### config.mk
export PLATFORM = sky130hd
export DESIGN_NAME = dmem_port_arbiter
export DESIGN_NICKNAME = d
export VERILOG_FILES = /design/src/rtl/dmem_port_arbiter.sv
export SDC_FILE = /design/constraint.sdc
export NUM_CORES = 1
export LEC_CHECK = 0
export ABC_AREA = 1
export CORE_ASPECT_RATIO = 0.6
export CORE_MARGIN = 10
export CORE_UTILIZATION = 27
export DETAILED_ROUTE_END_ITERATION = 12
export PLACE_DENSITY = 0.89
export SYNTH_ARGS = -nofsm -noshare
export SYNTH_HDL_FRONTEND = slang
export SYNTH_SLANG_ARGS = --single-unit
### constraint.sdc
create_clock -name clk -period 1.2 [get_ports clk]
set_input_delay 0.24 -clock clk [delete_from_list [all_inputs] [get_ports clk]]
set_output_delay 0.24 -clock clk [all_outputs]
set_load 0.01 [all_outputs]
### src/rtl/dmem_port_arbiter.sv
// Two-master arbiter for the single data-RAM port: CPU (m0) owns the port by default,
// a secondary master (m1) gets bounded bursts plus a guaranteed grant after a starvation limit.
module dmem_port_arbiter #(
  parameter int unsigned MAX_BURST  = 4,
  parameter int unsigned STARVE_LIM = 8,
  parameter int unsigned CNT_W      = 16
) (
  input  logic              clk,
  input  logic              rst,
  input  logic              m0_req,
  input  logic              m0_we,
  input  logic [3:0]        m0_wstrb,
  input  logic [31:0]       m0_addr,
  input  logic [31:0]       m0_wdata,
  output logic              m0_gnt,
  output logic              m0_stall,
  input  logic              m1_req,
  input  logic              m1_we,
  input  logic [3:0]        m1_wstrb,
  input  logic [31:0]       m1_addr,
  input  logic [31:0]       m1_wdata,
  output logic              m1_gnt,
  output logic [31:0]       ram_addr,
  output logic [31:0]       ram_wdata,
  output logic              ram_we,
  output logic [3:0]        ram_wstrb,
  input  logic [31:0]       ram_rdata,
  output logic [31:0]       rdata,
  output logic [CNT_W-1:0]  m1_xfer_cnt,
  output logic [CNT_W-1:0]  m0_stall_cnt
);

  localparam int unsigned BURST_W  = (MAX_BURST > 1)  ? $clog2(MAX_BURST)  : 1;
  localparam int unsigned STARVE_W = (STARVE_LIM > 1) ? $clog2(STARVE_LIM) : 1;
  localparam logic [BURST_W-1:0]  BURST_LAST  = BURST_W'(MAX_BURST - 1);
  localparam logic [STARVE_W-1:0] STARVE_LAST = STARVE_W'(STARVE_LIM - 1);

  typedef enum logic {
    OWN_M0 = 1'b0,
    OWN_M1 = 1'b1
  } state_t;

  state_t               state;
  state_t               state_nxt;
  logic [BURST_W-1:0]   burst_cnt;
  logic [STARVE_W-1:0]  starve_cnt;
  logic                 enter_m1;
  logic                 m1_xfer;
  logic                 owner_req;
  logic                 owner_we;
  logic [3:0]           owner_wstrb;

  // State register
  always_ff @(posedge clk) begin
    if (rst) state <= OWN_M0;
    else     state <= state_nxt;
  end

  // Next-state and grant decode; grants depend on state only
  always_comb begin
    state_nxt = state;
    m0_gnt    = 1'b0;
    m1_gnt    = 1'b0;
    unique case (state)
      OWN_M0: begin
        m0_gnt = 1'b1;
        if (m1_req && (!m0_req || (starve_cnt == STARVE_LAST))) state_nxt = OWN_M1;
      end
      OWN_M1: begin
        m1_gnt = 1'b1;
        // m1_req high here means this cycle is an m1 transfer
        if (!m1_req || (m0_req && (burst_cnt == BURST_LAST))) state_nxt = OWN_M0;
      end
      default: state_nxt = OWN_M0;
    endcase
  end

  assign enter_m1 = (state == OWN_M0) && (state_nxt == OWN_M1);
  assign m1_xfer  = m1_gnt & m1_req;
  assign m0_stall = m0_req & ~m0_gnt;
  assign rdata    = ram_rdata;

  // RAM port mux from the current owner
  always_comb begin
    owner_req   = m0_req;
    owner_we    = m0_we;
    owner_wstrb = m0_wstrb;
    ram_addr    = m0_addr;
    ram_wdata   = m0_wdata;
    if (state == OWN_M1) begin
      owner_req   = m1_req;
      owner_we    = m1_we;
      owner_wstrb = m1_wstrb;
      ram_addr    = m1_addr;
      ram_wdata   = m1_wdata;
    end
    ram_we    = owner_req & owner_we & ~rst;
    ram_wstrb = ram_we ? owner_wstrb : 4'h0;
  end

  // Cycles m1 has been kept waiting behind a busy m0
  always_ff @(posedge clk) begin
    if (rst)                      starve_cnt <= '0;
    else if (enter_m1 || !m1_req) starve_cnt <= '0;
    else if (!m1_gnt)             starve_cnt <= starve_cnt + STARVE_W'(1);
  end

  // m1 transfers in the current tenure, saturating at the last burst slot
  always_ff @(posedge clk) begin
    if (rst)                                    burst_cnt <= '0;
    else if (enter_m1)                          burst_cnt <= '0;
    else if (m1_xfer && burst_cnt != BURST_LAST) burst_cnt <= burst_cnt + BURST_W'(1);
  end

  // Statistics: wrapping transfer count, saturating stall count
  always_ff @(posedge clk) begin
    if (rst) begin
      m1_xfer_cnt  <= '0;
      m0_stall_cnt <= '0;
    end else begin
      if (m1_xfer)                     m1_xfer_cnt  <= m1_xfer_cnt + CNT_W'(1);
      if (m0_stall && !(&m0_stall_cnt)) m0_stall_cnt <= m0_stall_cnt + CNT_W'(1);
    end
  end

endmodule

==> metrics.txt, run 1 <==
number of cell rows=30; PwrDens=599 nW/um^2; status=finished, violations left; busiest grt layer=met2; H-tree Lvls=2; initial core utilization=27.6%; TritonCTS clock tree=done; Worst Tran Pin Value=0.334 ns; drt via density=4.62; DR DRC count=0; TNS Setup=-33.20 ns; I/O pins=310; Inserted Clock Buffers=5; period utilisation layout=141%; overall power=4.47 mW; most frequent cells in the layout=nand2_1 (157), clkdlybuf4s50_1 (139), nand2_2 (94); max_cap viols=0; Iter 0 DRT Violations=308; PortBufs=245; Critical Path AT=1.45 ns; WL final=18,900 um; clock buffer depth=2; max_slew headroom=77.6%; Post-CTS Hold Buffers=0; DPL Wire Length=13,600 um; post-place instance area=6100 sq um; routed len/inst=18.4 um; Yosys warning count=0; leakage=3.45 nW; Final Util=66.1%; Worst VDD drop=0.535 mV; Worst-Skew Late Latency=0.29 ns; fin crit period=1.69 ns; Slew Limit Fails=0; fin nets=1,046; final worst setup slack=-0.487 ns; CP max FO=5; largest net degree at the start of global routing=22; grt ovf=0; Seq/Total Area, Yosys=24.4%; filler instances=951; register clock-pin slew on the reported worst setup and hold paths=0.06 ns; Syn-to-layout area delta=139%; multi-input logic area=2760 sq um; die extent in x=159 um; 1st-pass router iterations=5; failing checks=negative setup slack; CP startpoint kind=register; final hold violations=0; Vias=4,740; Die Y=103 um; antenna violations before repair=0; # diodes=0; Reg2Reg Launch Point=state; Syn Area/Cell=5.51 sq um; Hold Startpoint=m0_req; WP data required=0.96 ns; Syn Inst Count=567; Synth top area share=33.1%; Crit Path Category=reg -> out; synthesized cell area=3120 sq um; Core ar.=11,300 sq um; Max Fclk=593 MHz; vias in the first global route=4,382; RSZ-0062 raised after global routing=yes; dominant cell type by area after synthesis=nand2_1; dpl ws=-0.891 ns; global-route wire length before repair=25,100 um; Placer Congestion=0.883; GRT Total Usage=19.2%; Synth area leaders=nand2_1 (33%), dfxtp_1 (24%), buf_4 (7.9%); Synth Net Count=746; Final setup viols=109; commonest non-fill, non-tap cell in the layout=nand2_1; Die ar.=16,400 sq um; Crit. End Element=output port; M3 GR Usage=6.92%; met2 Track Usage GR=32.8%; share of layout cells above drive strength 1=48.6%; global-route track usage on met1=23.4%; Worst Setup SP=state; clk sinks=38; antenna-violating nets left=0; Final Instance Area=7460 sq um; Clock Skews=0.00413 ns; FF/Latch Area=812 sq um; Synth Register Bits=38; root buf cell=clkbuf_16; Yosys cell types=29; Hold Path Class=in -> reg
## power by group
| group | internal, mW | leakage (nW) | total, mW | switching, mW |
|---|---|---|---|---|
| Sequential | 1.26 | 0.322 | 1.29 | 0.0231 |
| Clock | 0.750 | 0.0694 | 1.28 | 0.531 |
| Combinational | 1.11 | 3.06 | 1.90 | 0.788 |
| Total | 3.13 | 3.45 | 4.47 | 1.34 |
## layer usage
| metal | part of all wire [%] | vias up |
|---|---|---|
| met2 | 51 | 186 |
| li1 | - | 2329 |
| met1 | 40 | 2207 |
| met5 | 0 | - |
| met3 | 7.9 | 18 |
| met4 | 0.83 | 0 |
## synth_stat cells
| library cell | count |
|---|---|
| clkbuf_1 | 12 |
| nand4_1 | 5 |
| nor2_2 | 5 |
| nand2_2 | 4 |
| o21ai_0 | 11 |
| nor2_4 | 2 |
| or2_0 | 1 |
| nand2_4 | 1 |
| a21oi_1 | 32 |
| nand2_1 | 275 |
| and2_1 | 1 |
| and3_1 | 2 |
| inv_2 | 4 |
| or2_2 | 1 |
| xor2_1 | 4 |
| nor3_1 | 8 |
| nor3b_1 | 1 |
| nor2_1 | 62 |
| buf_2 | 3 |
| inv_1 | 30 |
| ha_1 | 5 |
| nand4_2 | 1 |
| nand3_1 | 21 |
| buf_4 | 33 |
| o21ai_1 | 1 |
| buf_1 | 2 |
| o211a_1 | 1 |
| nand3b_1 | 1 |
| dfxtp_1 | 38 |
## cell families after synthesis
family / count (synthesis) / share of synthesized area (%)
compound gates: 45 / 7.37
xor+xnor: 4 / 1.12
fa+ha+maj: 5 / 2.00
buf+inv: 84 / 14.2
flops: 38 / 24.4
simple gates: 391 / 50.9
## worst paths after layout
path	endpoint	slack (ns)	cells after the start
hold / removal	state	0.41	5
setup reg to reg	m0_stall_cnt[10]	-0.37	11
hold reg to reg	burst_cnt[1]	0.48	2
setup / recovery	ram_wstrb[2]	-0.49	7
## critical path: stages, from the launching register on
cell	delay (ns)
dfxtp_4	0.42
buf_6	0.13
nor2_2	0.03
nor2_1	0.08
nand3b_1	0.09
buf_6	0.16
a21oi_2	0.10
buf_2	0.14
## state kept, by name (all words and copies together), names as in the netlist
| signal | count |
|---|---|
| m0_stall_cnt | 16 |
| m1_xfer_cnt | 16 |
| state | 1 |
| burst_cnt | 2 |
| starve_cnt | 3 |
## stage by stage
step | instances | hold slack [ns]
2_1_floorplan | 567 | 0.421
3_3_place_gp | 986 | 0.452
3_5_place_dp | 986 | 0.460
4_1_cts | 1014 | 0.468
5_1_grt | 1027 | 0.432
6_report | 1027 | 0.406
## timing repair
action	4_1_cts	5_1_grt
gates cloned	4	6
buffers inserted	17	11
pin swaps	31	41
setup endpoints to repair	139	127
hold endpoints to repair	0	0
resized for setup	480	233
## cell type report
cell class	instances	area share [%]
Inverter	34	1.91
Timing Repair Buffer	342	45.8
Tap cell	160	2.68
Sequential cell	38	10.9
Clock inverter	2	0.134
Multi-Input combinational cell	446	37.0
Clock buffer	5	1.68
(Power assumes the default switching activity.)
==> run 2, diff against run 1 <==
Settings changed: CTS_CLUSTER_SIZE from default to 10.
==> results of run 2 <==
The final DEF is identical to that of run 1; final timing and power are the same.
